==> src/rtl/ahb_bus_matrix_core_if.sv <==
// Bundled AHB-Lite bus for the matrix core: flat per-master and per-slave vectors.
// The slave modport is the core's view; the master modport is the surrounding masters and slaves.
interface ahb_bus_matrix_core_if #(
  parameter int SNUM = 8,
  parameter int MNUM = 8
);
  logic [MNUM*32-1:0]   im_haddr;
  logic [MNUM*32-1:0]   im_hwdata;
  logic [MNUM*2-1:0]    im_htrans;
  logic [MNUM-1:0]      im_hwrite;
  logic [MNUM*3-1:0]    im_hsize;
  logic [MNUM*3-1:0]    im_hburst;
  logic [MNUM*4-1:0]    im_hprot;
  logic [MNUM*SNUM-1:0] im_route;
  logic [MNUM*32-1:0]   om_hrdata;
  logic [MNUM-1:0]      om_hready;
  logic [MNUM*2-1:0]    om_hresp;
  logic [SNUM*32-1:0]   os_haddr;
  logic [SNUM*32-1:0]   os_hwdata;
  logic [SNUM*2-1:0]    os_htrans;
  logic [SNUM-1:0]      os_hwrite;
  logic [SNUM-1:0]      os_hsel;
  logic [SNUM*3-1:0]    os_hsize;
  logic [SNUM*3-1:0]    os_hburst;
  logic [SNUM*4-1:0]    os_hprot;
  logic [SNUM*32-1:0]   is_hrdata;
  logic [SNUM-1:0]      is_hready;
  logic [SNUM*2-1:0]    is_hresp;

  modport slave (
    input  im_haddr, im_hwdata, im_htrans, im_hwrite, im_hsize, im_hburst, im_hprot, im_route,
    input  is_hrdata, is_hready, is_hresp,
    output om_hrdata, om_hready, om_hresp,
    output os_haddr, os_hwdata, os_htrans, os_hwrite, os_hsel, os_hsize, os_hburst, os_hprot
  );

  modport master (
    output im_haddr, im_hwdata, im_htrans, im_hwrite, im_hsize, im_hburst, im_hprot, im_route,
    output is_hrdata, is_hready, is_hresp,
    input  om_hrdata, om_hready, om_hresp,
    input  os_haddr, os_hwdata, os_htrans, os_hwrite, os_hsel, os_hsize, os_hburst, os_hprot
  );
endinterface

==> src/rtl/ahb_bus_matrix_core.sv <==
// AHB-Lite bus matrix: per-master address decode, per-port fixed-priority arbitration with
// burst lock, combinational address path, and an internal default slave at port index SNUM.
module ahb_bus_matrix_core #(
  parameter int          SNUM        = 8,
  parameter int          MNUM        = 8,
  parameter logic [31:0] SLV0_BASE   = 32'h0, SLV1_BASE  = 32'h0, SLV2_BASE  = 32'h0, SLV3_BASE  = 32'h0,
  parameter logic [31:0] SLV4_BASE   = 32'h0, SLV5_BASE  = 32'h0, SLV6_BASE  = 32'h0, SLV7_BASE  = 32'h0,
  parameter logic [31:0] SLV8_BASE   = 32'h0, SLV9_BASE  = 32'h0, SLV10_BASE = 32'h0, SLV11_BASE = 32'h0,
  parameter logic [31:0] SLV12_BASE  = 32'h0, SLV13_BASE = 32'h0, SLV14_BASE = 32'h0, SLV15_BASE = 32'h0,
  parameter logic [31:0] SLV0_MASK   = 32'h0, SLV1_MASK  = 32'h0, SLV2_MASK  = 32'h0, SLV3_MASK  = 32'h0,
  parameter logic [31:0] SLV4_MASK   = 32'h0, SLV5_MASK  = 32'h0, SLV6_MASK  = 32'h0, SLV7_MASK  = 32'h0,
  parameter logic [31:0] SLV8_MASK   = 32'h0, SLV9_MASK  = 32'h0, SLV10_MASK = 32'h0, SLV11_MASK = 32'h0,
  parameter logic [31:0] SLV12_MASK  = 32'h0, SLV13_MASK = 32'h0, SLV14_MASK = 32'h0, SLV15_MASK = 32'h0
) (
  input  logic                 hclk,
  input  logic                 hreset,
  ahb_bus_matrix_core_if.slave bus
);
  localparam int NP = SNUM + 1;
  localparam logic [1:0] HT_BUSY = 2'b01;
  localparam logic [1:0] HT_SEQ  = 2'b11;
  localparam logic [15:0][31:0] BASE = {SLV15_BASE, SLV14_BASE, SLV13_BASE, SLV12_BASE, SLV11_BASE,
    SLV10_BASE, SLV9_BASE, SLV8_BASE, SLV7_BASE, SLV6_BASE, SLV5_BASE, SLV4_BASE, SLV3_BASE,
    SLV2_BASE, SLV1_BASE, SLV0_BASE};
  localparam logic [15:0][31:0] MASK = {SLV15_MASK, SLV14_MASK, SLV13_MASK, SLV12_MASK, SLV11_MASK,
    SLV10_MASK, SLV9_MASK, SLV8_MASK, SLV7_MASK, SLV6_MASK, SLV5_MASK, SLV4_MASK, SLV3_MASK,
    SLV2_MASK, SLV1_MASK, SLV0_MASK};

  typedef logic [4:0] port_t;
  typedef logic [3:0] mst_t;
  typedef enum logic [1:0] {DS_IDLE, DS_ERR1, DS_ERR2} ds_e;

  // Windows must be disjoint and each mask a run of ones from the MSB down.
  function automatic bit cfg_ok();
    bit ok = 1'b1;
    for (int a = 0; a < SNUM; a++) begin
      if (((~MASK[a]) & ((~MASK[a]) + 32'd1)) != 32'h0) ok = 1'b0;
      for (int b = a + 1; b < SNUM; b++)
        if (((BASE[a] ^ BASE[b]) & MASK[a] & MASK[b]) == 32'h0) ok = 1'b0;
    end
    return ok;
  endfunction
  localparam bit CFG_OK = cfg_ok();

  cfg_legal_a: assert property (@(posedge hclk) CFG_OK)
    else $fatal(1, "ahb_bus_matrix_core: overlapping slave windows or non-contiguous mask");

  logic [NP-1:0]   p_hready;
  logic [31:0]     p_rdata [NP];
  logic [1:0]      p_resp  [NP];
  port_t           dec_port [MNUM];
  logic [MNUM-1:0] dph_ready, req, acc, stall;
  port_t           acc_port [MNUM];
  logic [NP-1:0]   gnt_v;
  mst_t            gnt_m [NP];
  logic            def_start;

  logic [MNUM-1:0] dph_v_q, dph_v_d;
  port_t           dph_p_q [MNUM];
  port_t           dph_p_d [MNUM];
  logic [NP-1:0]   down_v_q, down_v_d;
  mst_t            down_m_q [NP];
  mst_t            down_m_d [NP];
  ds_e             ds_q;
  logic            def_hready_q;
  logic [1:0]      def_hresp_q;

  always_comb begin
    for (int s = 0; s < SNUM; s++) begin
      p_hready[s] = bus.is_hready[s];
      p_rdata[s]  = bus.is_hrdata[32*s +: 32];
      p_resp[s]   = bus.is_hresp[2*s +: 2];
    end
    p_hready[SNUM] = def_hready_q;
    p_rdata[SNUM]  = '0;
    p_resp[SNUM]   = def_hresp_q;
  end

  // Descending scan so the lowest matching slave index is the last one written.
  always_comb begin
    for (int m = 0; m < MNUM; m++) begin
      dec_port[m] = port_t'(SNUM);
      for (int s = SNUM - 1; s >= 0; s--)
        if ((((bus.im_haddr[32*m +: 32] ^ BASE[s]) & MASK[s]) == 32'h0) && bus.im_route[m*SNUM + s])
          dec_port[m] = port_t'(s);
      dph_ready[m] = !dph_v_q[m] || p_hready[int'(dph_p_q[m])];
      req[m]       = !hreset && bus.im_htrans[2*m + 1] && dph_ready[m];
    end
  end

  always_comb begin
    int         om;
    logic [1:0] otr;
    logic       lock;
    for (int p = 0; p < NP; p++) begin
      // NOTE: every output of a combinational block gets a default first, so no path infers a latch.
      gnt_v[p] = 1'b0;
      gnt_m[p] = '0;
      om       = int'(down_m_q[p]);
      otr      = bus.im_htrans[2*om +: 2];
      lock     = !hreset && down_v_q[p] && (otr == HT_SEQ || otr == HT_BUSY) &&
                 (dec_port[om] == port_t'(p));
      if (lock) begin
        gnt_v[p] = dph_ready[om];
        gnt_m[p] = down_m_q[p];
      end else begin
        for (int m = MNUM - 1; m >= 0; m--)
          if (req[m] && dec_port[m] == port_t'(p)) begin
            gnt_v[p] = 1'b1;
            gnt_m[p] = mst_t'(m);
          end
      end
    end
  end

  always_comb begin
    acc = '0;
    for (int m = 0; m < MNUM; m++) acc_port[m] = port_t'(SNUM);
    for (int p = 0; p < NP; p++)
      if (gnt_v[p] && p_hready[p]) begin
        acc[int'(gnt_m[p])]      = 1'b1;
        acc_port[int'(gnt_m[p])] = port_t'(p);
      end
    for (int m = 0; m < MNUM; m++) begin
      stall[m]   = req[m] && !(gnt_v[int'(dec_port[m])] && gnt_m[int'(dec_port[m])] == mst_t'(m) &&
                               p_hready[int'(dec_port[m])]);
      dph_v_d[m] = dph_ready[m] ? acc[m] : dph_v_q[m];
      dph_p_d[m] = dph_ready[m] ? acc_port[m] : dph_p_q[m];
    end
    for (int p = 0; p < NP; p++) begin
      down_v_d[p] = p_hready[p] ? gnt_v[p] : down_v_q[p];
      down_m_d[p] = p_hready[p] ? gnt_m[p] : down_m_q[p];
    end
    def_start = gnt_v[SNUM] && p_hready[SNUM] && bus.im_htrans[2*int'(gnt_m[SNUM]) + 1];
  end

  always_comb begin
    int g;
    bus.os_haddr  = '0;
    bus.os_hwdata = '0;
    bus.os_htrans = '0;
    bus.os_hwrite = '0;
    bus.os_hsel   = '0;
    bus.os_hsize  = '0;
    bus.os_hburst = '0;
    bus.os_hprot  = '0;
    for (int s = 0; s < SNUM; s++) begin
      g = int'(gnt_m[s]);
      if (gnt_v[s]) begin
        bus.os_hsel[s]             = 1'b1;
        bus.os_haddr[32*s +: 32]   = bus.im_haddr[32*g +: 32];
        bus.os_htrans[2*s +: 2]    = bus.im_htrans[2*g +: 2];
        bus.os_hwrite[s]           = bus.im_hwrite[g];
        bus.os_hsize[3*s +: 3]     = bus.im_hsize[3*g +: 3];
        bus.os_hburst[3*s +: 3]    = bus.im_hburst[3*g +: 3];
        bus.os_hprot[4*s +: 4]     = bus.im_hprot[4*g +: 4];
      end
      if (!hreset && down_v_q[s])
        bus.os_hwdata[32*s +: 32] = bus.im_hwdata[32*int'(down_m_q[s]) +: 32];
    end
    bus.om_hrdata = '0;
    bus.om_hresp  = '0;
    for (int m = 0; m < MNUM; m++) begin
      bus.om_hready[m] = hreset || (dph_ready[m] && !stall[m]);
      if (!hreset && dph_v_q[m]) begin
        bus.om_hrdata[32*m +: 32] = p_rdata[int'(dph_p_q[m])];
        bus.om_hresp[2*m +: 2]    = p_resp[int'(dph_p_q[m])];
      end
    end
  end

  // NOTE: sequential state uses non-blocking assignments so every register samples pre-edge values.
  always_ff @(posedge hclk) begin
    if (hreset) begin
      dph_v_q  <= '0;
      down_v_q <= '0;
      for (int m = 0; m < MNUM; m++) dph_p_q[m] <= '0;
      for (int p = 0; p < NP; p++) down_m_q[p] <= '0;
    end else begin
      dph_v_q  <= dph_v_d;
      down_v_q <= down_v_d;
      for (int m = 0; m < MNUM; m++) dph_p_q[m] <= dph_p_d[m];
      for (int p = 0; p < NP; p++) down_m_q[p] <= down_m_d[p];
    end
  end

  // Default slave: OKAY for IDLE/BUSY, two-cycle ERROR for any real transfer.
  always_ff @(posedge hclk) begin
    if (hreset) begin
      ds_q         <= DS_IDLE;
      def_hready_q <= 1'b1;
      def_hresp_q  <= 2'b00;
    end else if (ds_q == DS_ERR1) begin
      ds_q         <= DS_ERR2;
      def_hready_q <= 1'b1;
      def_hresp_q  <= 2'b01;
    end else if (def_start) begin
      ds_q         <= DS_ERR1;
      def_hready_q <= 1'b0;
      def_hresp_q  <= 2'b01;
    end else begin
      ds_q         <= DS_IDLE;
      def_hready_q <= 1'b1;
      def_hresp_q  <= 2'b00;
    end
  end
endmodule

==> src/flat_wrapper.sv <==
// flat-port wrapper written by rule: the top's interface ports become plain ports
module ahb_bus_matrix_core_flat 
#(
  parameter int          SNUM        = 8,
  parameter int          MNUM        = 8,
  parameter logic [31:0] SLV0_BASE   = 32'h0, SLV1_BASE  = 32'h0, SLV2_BASE  = 32'h0, SLV3_BASE  = 32'h0,
  parameter logic [31:0] SLV4_BASE   = 32'h0, SLV5_BASE  = 32'h0, SLV6_BASE  = 32'h0, SLV7_BASE  = 32'h0,
  parameter logic [31:0] SLV8_BASE   = 32'h0, SLV9_BASE  = 32'h0, SLV10_BASE = 32'h0, SLV11_BASE = 32'h0,
  parameter logic [31:0] SLV12_BASE  = 32'h0, SLV13_BASE = 32'h0, SLV14_BASE = 32'h0, SLV15_BASE = 32'h0,
  parameter logic [31:0] SLV0_MASK   = 32'h0, SLV1_MASK  = 32'h0, SLV2_MASK  = 32'h0, SLV3_MASK  = 32'h0,
  parameter logic [31:0] SLV4_MASK   = 32'h0, SLV5_MASK  = 32'h0, SLV6_MASK  = 32'h0, SLV7_MASK  = 32'h0,
  parameter logic [31:0] SLV8_MASK   = 32'h0, SLV9_MASK  = 32'h0, SLV10_MASK = 32'h0, SLV11_MASK = 32'h0,
  parameter logic [31:0] SLV12_MASK  = 32'h0, SLV13_MASK = 32'h0, SLV14_MASK = 32'h0, SLV15_MASK = 32'h0
)
  (hclk, hreset, bus_im_haddr, bus_im_hwdata, bus_im_htrans, bus_im_hwrite, bus_im_hsize, bus_im_hburst, bus_im_hprot, bus_im_route, bus_is_hrdata, bus_is_hready, bus_is_hresp, bus_om_hrdata, bus_om_hready, bus_om_hresp, bus_os_haddr, bus_os_hwdata, bus_os_htrans, bus_os_hwrite, bus_os_hsel, bus_os_hsize, bus_os_hburst, bus_os_hprot);
  ahb_bus_matrix_core_if #(.SNUM(SNUM), .MNUM(MNUM)) bus_i ();
  input  logic hclk;
  input  logic hreset;
  input wire logic [$bits(bus_i.im_haddr)-1:0] bus_im_haddr;
  input wire logic [$bits(bus_i.im_hwdata)-1:0] bus_im_hwdata;
  input wire logic [$bits(bus_i.im_htrans)-1:0] bus_im_htrans;
  input wire logic [$bits(bus_i.im_hwrite)-1:0] bus_im_hwrite;
  input wire logic [$bits(bus_i.im_hsize)-1:0] bus_im_hsize;
  input wire logic [$bits(bus_i.im_hburst)-1:0] bus_im_hburst;
  input wire logic [$bits(bus_i.im_hprot)-1:0] bus_im_hprot;
  input wire logic [$bits(bus_i.im_route)-1:0] bus_im_route;
  input wire logic [$bits(bus_i.is_hrdata)-1:0] bus_is_hrdata;
  input wire logic [$bits(bus_i.is_hready)-1:0] bus_is_hready;
  input wire logic [$bits(bus_i.is_hresp)-1:0] bus_is_hresp;
  output wire logic [$bits(bus_i.om_hrdata)-1:0] bus_om_hrdata;
  output wire logic [$bits(bus_i.om_hready)-1:0] bus_om_hready;
  output wire logic [$bits(bus_i.om_hresp)-1:0] bus_om_hresp;
  output wire logic [$bits(bus_i.os_haddr)-1:0] bus_os_haddr;
  output wire logic [$bits(bus_i.os_hwdata)-1:0] bus_os_hwdata;
  output wire logic [$bits(bus_i.os_htrans)-1:0] bus_os_htrans;
  output wire logic [$bits(bus_i.os_hwrite)-1:0] bus_os_hwrite;
  output wire logic [$bits(bus_i.os_hsel)-1:0] bus_os_hsel;
  output wire logic [$bits(bus_i.os_hsize)-1:0] bus_os_hsize;
  output wire logic [$bits(bus_i.os_hburst)-1:0] bus_os_hburst;
  output wire logic [$bits(bus_i.os_hprot)-1:0] bus_os_hprot;
  assign bus_i.im_haddr = bus_im_haddr;
  assign bus_i.im_hwdata = bus_im_hwdata;
  assign bus_i.im_htrans = bus_im_htrans;
  assign bus_i.im_hwrite = bus_im_hwrite;
  assign bus_i.im_hsize = bus_im_hsize;
  assign bus_i.im_hburst = bus_im_hburst;
  assign bus_i.im_hprot = bus_im_hprot;
  assign bus_i.im_route = bus_im_route;
  assign bus_i.is_hrdata = bus_is_hrdata;
  assign bus_i.is_hready = bus_is_hready;
  assign bus_i.is_hresp = bus_is_hresp;
  assign bus_om_hrdata = bus_i.om_hrdata;
  assign bus_om_hready = bus_i.om_hready;
  assign bus_om_hresp = bus_i.om_hresp;
  assign bus_os_haddr = bus_i.os_haddr;
  assign bus_os_hwdata = bus_i.os_hwdata;
  assign bus_os_htrans = bus_i.os_htrans;
  assign bus_os_hwrite = bus_i.os_hwrite;
  assign bus_os_hsel = bus_i.os_hsel;
  assign bus_os_hsize = bus_i.os_hsize;
  assign bus_os_hburst = bus_i.os_hburst;
  assign bus_os_hprot = bus_i.os_hprot;
  ahb_bus_matrix_core #(.SNUM(SNUM), .MNUM(MNUM), .SLV0_BASE(SLV0_BASE), .SLV1_BASE(SLV1_BASE), .SLV2_BASE(SLV2_BASE), .SLV3_BASE(SLV3_BASE), .SLV4_BASE(SLV4_BASE), .SLV5_BASE(SLV5_BASE), .SLV6_BASE(SLV6_BASE), .SLV7_BASE(SLV7_BASE), .SLV8_BASE(SLV8_BASE), .SLV9_BASE(SLV9_BASE), .SLV10_BASE(SLV10_BASE), .SLV11_BASE(SLV11_BASE), .SLV12_BASE(SLV12_BASE), .SLV13_BASE(SLV13_BASE), .SLV14_BASE(SLV14_BASE), .SLV15_BASE(SLV15_BASE), .SLV0_MASK(SLV0_MASK), .SLV1_MASK(SLV1_MASK), .SLV2_MASK(SLV2_MASK), .SLV3_MASK(SLV3_MASK), .SLV4_MASK(SLV4_MASK), .SLV5_MASK(SLV5_MASK), .SLV6_MASK(SLV6_MASK), .SLV7_MASK(SLV7_MASK), .SLV8_MASK(SLV8_MASK), .SLV9_MASK(SLV9_MASK), .SLV10_MASK(SLV10_MASK), .SLV11_MASK(SLV11_MASK), .SLV12_MASK(SLV12_MASK), .SLV13_MASK(SLV13_MASK), .SLV14_MASK(SLV14_MASK), .SLV15_MASK(SLV15_MASK)) u_core (.hclk(hclk), .hreset(hreset), .bus(bus_i));
endmodule
==> config.mk <==
export PLATFORM = sky130hd
export DESIGN_NAME = ahb_bus_matrix_core_flat
export DESIGN_NICKNAME = d
export VERILOG_FILES = /design/src/rtl/ahb_bus_matrix_core_if.sv /design/src/rtl/ahb_bus_matrix_core.sv /design/src/flat_wrapper.sv
export SDC_FILE = /design/constraint.sdc
export NUM_CORES = 2
export LEC_CHECK = 0
export CELL_PAD_IN_SITES_DETAIL_PLACEMENT = 0
export CELL_PAD_IN_SITES_GLOBAL_PLACEMENT = 2
export CORE_AREA = 2 2 734 736
export CTS_BUF_LIST = sky130_fd_sc_hd__clkbuf_8
export CTS_CLUSTER_SIZE = 20
export DETAILED_ROUTE_END_ITERATION = 7
export DIE_AREA = 0 0 736 738
export PLACE_DENSITY_LB_ADDON = 0.1
export SYNTH_ARGS = -nofsm -noshare
export SYNTH_HDL_FRONTEND = slang
export SYNTH_SLANG_ARGS = --single-unit
==> constraint.sdc <==
create_clock -name hclk -period 13.2 [get_ports hclk]
set_input_delay 3.3 -clock hclk [delete_from_list [all_inputs] [get_ports hclk]]
set_output_delay 3.3 -clock hclk [all_outputs]
set_load 0.05 [all_outputs]
# ---- Yosys cells after proc, flatten, opt, wreduce, memory -nomap -nowiden
# Memory sizes are Yosys's and may differ from the RTL's.
# Cells that the tools add are included.
dict set report totals {
  reg_bits 22
  ram_bits 76
  in_bits 962
  out_inout_bits 904
  word_cells 1188
  memories 2
}
dict set report classes {
  n_addsub 1
  multipliers 8
  order_cmp 87
  eq_ne 98
  n_shift 57
  mux 585
  bitwise_logic 84
  reduce_logical 244
}
# memory words width read_ports rd_ports_with_merged_regs wr line_no
set mem_list {}
lappend mem_list {u_core.dph_p_q 8 5 8 0 8 ahb_bus_matrix_core.sv:59} ;# port_t dph_p_q [MNUM];
lappend mem_list {u_core.down_m_q 9 4 9 0 9 ahb_bus_matrix_core.sv:62} ;# mst_t down_m_q [NP];
# operator n
set ops {}
lappend ops {{256-bit by 10-bit variable part select with 32-bit output} 16}
lappend ops {{32-bit 2-to-1 mux} 40}
lappend ops {{32-bit binary-select mux with 4-bit select} 8}
lappend ops {{32-bit by 4-bit greater-or-equal comparator with 1-bit output, second input constant} 18}
lappend ops {{4-bit inverter with 32-bit output} 18}
lappend ops {{32-bit by 5-bit greater-or-equal comparator with 1-bit output, second input constant} 16}
lappend ops {{5-bit inverter with 32-bit output} 16}
lappend ops {{24-bit by 32-bit variable part select with 3-bit output} 16}
lappend ops {{5-bit 2-to-1 mux} 99}
lappend ops {{40-bit 2-to-1 mux} 8}
lappend ops {{32-bit by 1-bit less-than comparator with 1-bit output, second input constant} 9}
lappend ops {{4-bit 2-to-1 mux} 70}
lappend ops {{16-bit by 6-bit variable part select with 2-bit output} 17}
lappend ops {{32-bit by 7-bit variable part select with 4-bit output} 8}
lappend ops {{3-bit 2-to-1 mux} 77}
lappend ops {{1-bit logical AND} 183}
lappend ops {{5-bit by 3-bit equality test with 1-bit output, second input constant} 36}
lappend ops {{1-bit 2-to-1 mux} 155}
lappend ops {{5-bit binary-select mux with 3-bit select} 9}
lappend ops {{5-bit demux with 3-bit select} 9}
lappend ops {{4-bit binary-select mux with 4-bit select} 8}
lappend ops {{32-bit inverter} 4}
lappend ops {{1-bit binary-select mux with 4-bit select} 25}
lappend ops {{32-bit AND} 3}
lappend ops {{35 further kinds} 296}

# ---- Longest topological paths before layout
dict set report logic_depth {
  word_depth 44
  ltp_mapped 16
  mapped_depth_nobuf 12
}

# ---- Worst setup path before layout
# Ideal clock, no wire load.
dict set report synth_timing {
  path_type {in2out}
  startpoint {input bus_im_route[57]}
  endpoint {output bus_os_htrans[14]}
  t_arrival_ns 7.804
  t_required_ns 9.900
  slack_ns 2.096
  stages 14
  path_buffers 5
  path_cell_list {buf_6 > or4_1 > buf_2 > or4_1 > a21oi_1 > and3b_1 > a311oi_4 > and2_4 > buf_4 > mux2i_1 > clkbuf_1 > clkbuf_1 > nand2_1 > a311oi_1}
}
dict set report synth_between {
  elab_chain_cells 15
  word_cells_on_any_way 29
  classes_between {eq/ne: 2; shift: 1; mux: 24; reduce/logical: 2}
}
# item line_no
set synth_lines {}
lappend synth_lines {{start: declaration} flat_wrapper.sv:26} ;# input wire logic [$bits(bus_i.im_route)-1:0] bus_im_route;
lappend synth_lines {{5-bit 2-to-1 mux (*) (2 in a row)} ahb_bus_matrix_core.sv:84} ;# if ((((bus.im_haddr[32*m +: 32] ^ BASE[s]) & MASK[s]) == 32'h0) && bus.im_route[m*SNUM + s])
lappend synth_lines {{5-bit by 3-bit equality test with 1-bit output} ahb_bus_matrix_core.sv:108} ;# if (req[m] && dec_port[m] == port_t'(p)) begin
lappend synth_lines {{1-bit logical AND} ahb_bus_matrix_core.sv:108}
lappend synth_lines {{3-bit 2-to-1 mux (8 in a row)} ahb_bus_matrix_core.sv:108}
lappend synth_lines {{4-bit 2-to-1 mux} ahb_bus_matrix_core.sv:103} ;# if (lock) begin
lappend synth_lines {{16-bit by 6-bit variable part select with 2-bit output} ahb_bus_matrix_core.sv:152} ;# bus.os_htrans[2*s +: 2] = bus.im_htrans[2*g +: 2];
lappend synth_lines {{2-bit 2-to-1 mux (*)} ahb_bus_matrix_core.sv:149} ;# if (gnt_v[s]) begin
lappend synth_lines {{end: declaration} flat_wrapper.sv:35} ;# output wire logic [$bits(bus_i.os_htrans)-1:0] bus_os_htrans;
# Mark *: on every way between the ends. The rest lies on a longest branch, timed or not. The select of a mux whose other input is x is not followed.

# ---- Worst setup path in the final report
dict set report layout_timing {
  startpoint {input bus_im_route[27]}
  endpoint {output bus_om_hready[5]}
}
dict set report layout_between {
  elab_chain_cells 22
  word_cells_on_any_way 170
  classes_between {eq/ne: 17; mux: 126; reduce/logical: 27}
}
# item line_no
set layout_lines {}
lappend layout_lines {{5-bit 2-to-1 mux (*) (4 in a row)} ahb_bus_matrix_core.sv:84}
lappend layout_lines {{branches (longest 11 deep; another with 5-bit binary-select mux with 3-bit select)} --}
lappend layout_lines {{1-bit logical AND (*) (2 in a row)} ahb_bus_matrix_core.sv:125} ;# stall[m] = req[m] && !(gnt_v[int'(dec_port[m])] && gnt_m[int'(dec_port[m])] == mst_t'(m) &&
lappend layout_lines {{1-bit zero test (*)} ahb_bus_matrix_core.sv:125}
lappend layout_lines {{1-bit logical AND (*)} ahb_bus_matrix_core.sv:125}
lappend layout_lines {{1-bit zero test (*)} ahb_bus_matrix_core.sv:164} ;# bus.om_hready[m] = hreset || (dph_ready[m] && !stall[m]);
lappend layout_lines {{1-bit logical AND (*)} ahb_bus_matrix_core.sv:164}
lappend layout_lines {{1-bit logical OR (*)} ahb_bus_matrix_core.sv:164}
lappend layout_lines {{end: declaration} flat_wrapper.sv:31} ;# output wire logic [$bits(bus_i.om_hready)-1:0] bus_om_hready;
# Mark *: on every way between the ends. The select of a mux whose other input is x is not followed.

==> impl_metrics.csv <==
group,metric,value,unit
status,status,"finished clean",
cts,post_cts_buffers,0,
drt,num_vias,97149,
floorplan,dieArea,543200,um2
sta,finalCriticalPeriod,12880,ps
logic_synthesis,ys_ff_latch,89,
drt,firstDrtPassIters,6,
logic_synthesis,synth_common_cells,"2831 x nand2_1, 1393 x nand3_1, 1079 x mux4_2",
critical_path,start_kind,"input pin",
cells_and_area,syn2layout_area_growth,41.11,%
power_and_ir_drop,ir_drop,0.05615,mV
floorplan,pin_count,1866,
cts,cts.sinks,89,
logic_synthesis,async_flop_share,0,%
logic_synthesis,synth_top_area_share,33.60,%
cts,cts_buffer_depth,2,
cells_and_area,layout.nets,12152,
sta,fmax,0.07763,GHz
cells_and_area,fin_cells,18384,
logic_synthesis,syn-cell-area,72330,um2
sta,drv_slew,0,
critical_path,crit_chain,"clkdlybuf4s50_1, nor4_2, nand3_1, mux4_2, o22ai_2, mux2i_1, o41a_1, a31oi_1, or3_1, o2111a_1, a211oi_2, buf_4, buf_12",
placement,place_inst,18225,
cts,numCtsBuffers,9,
logic_synthesis,synthTopCellsByArea,"mux4_2 34%, nand2_1 15%, nand3_1 9.6%",
cts,tritoncts,"done",
logic_synthesis,yosys_warnings,0,
global_routing,grt_max_degree,132,
critical_path,worstPathRequired,9900,ps
floorplan,die-height,738,um
drt,wl,745000,um
power_and_ir_drop,p_leak,0.03348,uW
floorplan,row_count,269,
cts,worstSkewPairLatency,510,ps
critical_path,cp_max_fo,10,
critical_path,worstPathArrival,9580,ps
placement,dp_slack,323.5,ps
sta,rsz0062_at_grt,"false",
sta,setup_viol,0,
global_routing,grt_use_total,25.99,%
logic_synthesis,synth_top_area_cell,"mux4_2",
sta,fin_ws,318.2,ps
logic_synthesis,synth_nets,11151,
min_path,hold_path.class,"flop to flop",
logic_synthesis,yosysSeqAreaShare,2.463,%
drt,drc_errors,0,
cts,holdBufCountCts,0,
logic_synthesis,synthFlopType,"dfxtp_1",
global_routing,first_global_vias,91669,
sta,hold_slack,477.7,ps
critical_path,worstSetupEndpointType,"output pin",
drt,ant_nets,0,
drt,drt-vias-per-instance,5.284,
drt,drt_iter0_drc,11594,
critical_path,slowest_stage,"a211oi_2",
logic_synthesis,syn-instance-count,10189,
power_and_ir_drop,p_per_area,49.26,nW/um2
cts,cts-root-buf,"clkbuf_8",
critical_path,critPathMaxStageDelay,800,ps
placement,gp_congestion,0.9572,
sta,fin_crit_sh,97.59,%
drt,wl_per_cell,40.53,um
cts,h-tree-depth,3,
logic_synthesis,synth.avg_cell_area,7.099,um2
placement,dpl.hpwl,546200,um
floorplan,initial_core_util,13.52,%
cells_and_area,fin_util,19.07,%
logic_synthesis,yosysMostFrequentCell,"nand2_1",
global_routing,grt_pass1_wl,961500,um
cts,clkSlewWorstSetupHoldPaths,120,ps
logic_synthesis,synth_cell_type_count,103,
floorplan,die_w,736,um
floorplan,fp.coreArea,535200,um2
flow_run,maxCapViolCount,0,
placement,portBuffers,1865,
critical_path,setup.worst_path.class,"input pin to output pin",
global_routing,grt_overflow,0,
sta,finClkSkew,23.77,ps
sta,worst_pin_slew,1396,ps
sta,maxSlewHeadroom,5.635,%
global_routing,grt_antenna_before_repair,245,
cts,post_cts_resized,0,
cells_and_area,drive_gt1_share,19.81,%
sta,final_hold_viol_count,0,
cells_and_area,nFillCells,59618,
logic_synthesis,synth_edf_count,0,
==> where the power goes <==
group / total (uW) / internal [uW] / switching [uW]
logic: 4420 / 1640 / 2780
registers: 353 / 275 / 77.3
clock network: 256 / 91.3 / 165
total: 5030 / 2000 / 3020
==> logic make-up (layout without fill, tap and decap cells) <==
group	after synthesis	count (layout)	share of synthesized area [%]
flip-flops	89	89	2.463
multiplexers	1708	1708	42.39
AND/OR/NAND/NOR	5551	5551	33.26
AO/OA/AOI/OAI	1355	1355	13.10
buffers and inverters	1486	2492	8.782
other	0	143	0
==> flip-flops by register name, indices dropped and copies added (netlist names) <==
register / cells
u_core.dph_p_q: 32
u_core.def_hready_q: 1
u_core.dph_v_q: 8
u_core.down_v_q: 9
u_core.down_m_q: 36
u_core.ds_q: 2
u_core.def_hresp_q: 1
==> area by class of cell <==
type / count / area [um2] / share of cell area, %
multi-input cells: 8614 / 64830 / 63.51
repair buffers: 2415 / 25670 / 25.15
well taps: 7046 / 8816 / 8.637
flip-flops and latches: 89 / 1954 / 1.915
diodes: 143 / 357.8 / 0.3506
inverters: 61 / 229.0 / 0.2243
clock buffers: 9 / 123.9 / 0.1214
clock inverters: 7 / 87.58 / 0.08581
==> cells in the final DEF, fill, tap and decap left out, types with 19 or more instances in the layout <==
cell and count:
nor3_1 82, mux2_2 43, and2_1 20, mux4_2 1079, a311oi_1 183, a22o_1 25, a211oi_1 65, o21ai_0 63
dfxtp_4 45, buf_12 301, or3_1 23, a21oi_1 347, and3_1 148, nand2_1 2817, or4_1 30, a2bb2oi_1 57
o211ai_1 31, dfxtp_1 41, clkdlybuf4s50_1 1509, nor4b_1 24, nand2b_1 27, nor4_1 37, nand3_1 1392, nor2b_1 31
o31ai_1 25, nand4_1 23, inv_1 56, mux2i_1 577, nand3b_1 19, diode_2 143, o22ai_1 102, nor2_1 791
a31oi_1 181, a211o_1 24, buf_4 605
==> through the flow <==
step	cell area [um2]	power, uW	TNS, ps
2_1_floorplan	72330	2584	0
3_3_place_gp	101500	4759	-45.78
3_5_place_dp	101500	4774	0
4_1_cts	101700	5044	0
5_1_grt	101900	5234	0
6_report	102100	5028	0
==> final timing paths <==
| path | from | endpoint | slack, ps | depth (start not counted) |
|---|---|---|---|---|
| min | u_core.down_v_q[2] | u_core.down_v_q[2] | 480 | 2 |
| max | bus_im_route[27] | bus_om_hready[5] | 320 | 13 |
| max reg2reg | u_core.dph_p_q[0][0] | u_core.dph_p_q[0][13] | 6150 | 16 |
| min reg2reg | u_core.down_v_q[2] | u_core.down_v_q[2] | 480 | 2 |
==> metal layers <==
metal / vias up / global-route usage, % / share of wire (%)
met4: 100 / 9.336 / 4.1
met5: - / 0.09611 / 0.12
met1: 50800 / 33.59 / 42
met2: 5572 / 42.54 / 46
li1: 39784 / - / -
met3: 893 / 5.553 / 7.7
==> critical path: cells and delay by family <==
| family | cells | cell delay (ps) |
|---|---|---|
| mux | 2 | 1030 |
| compound gates | 5 | 2450 |
| buf+inv | 3 | 1170 |
| simple gates | 3 | 1590 |
Power figures use the tool's default switching activity.
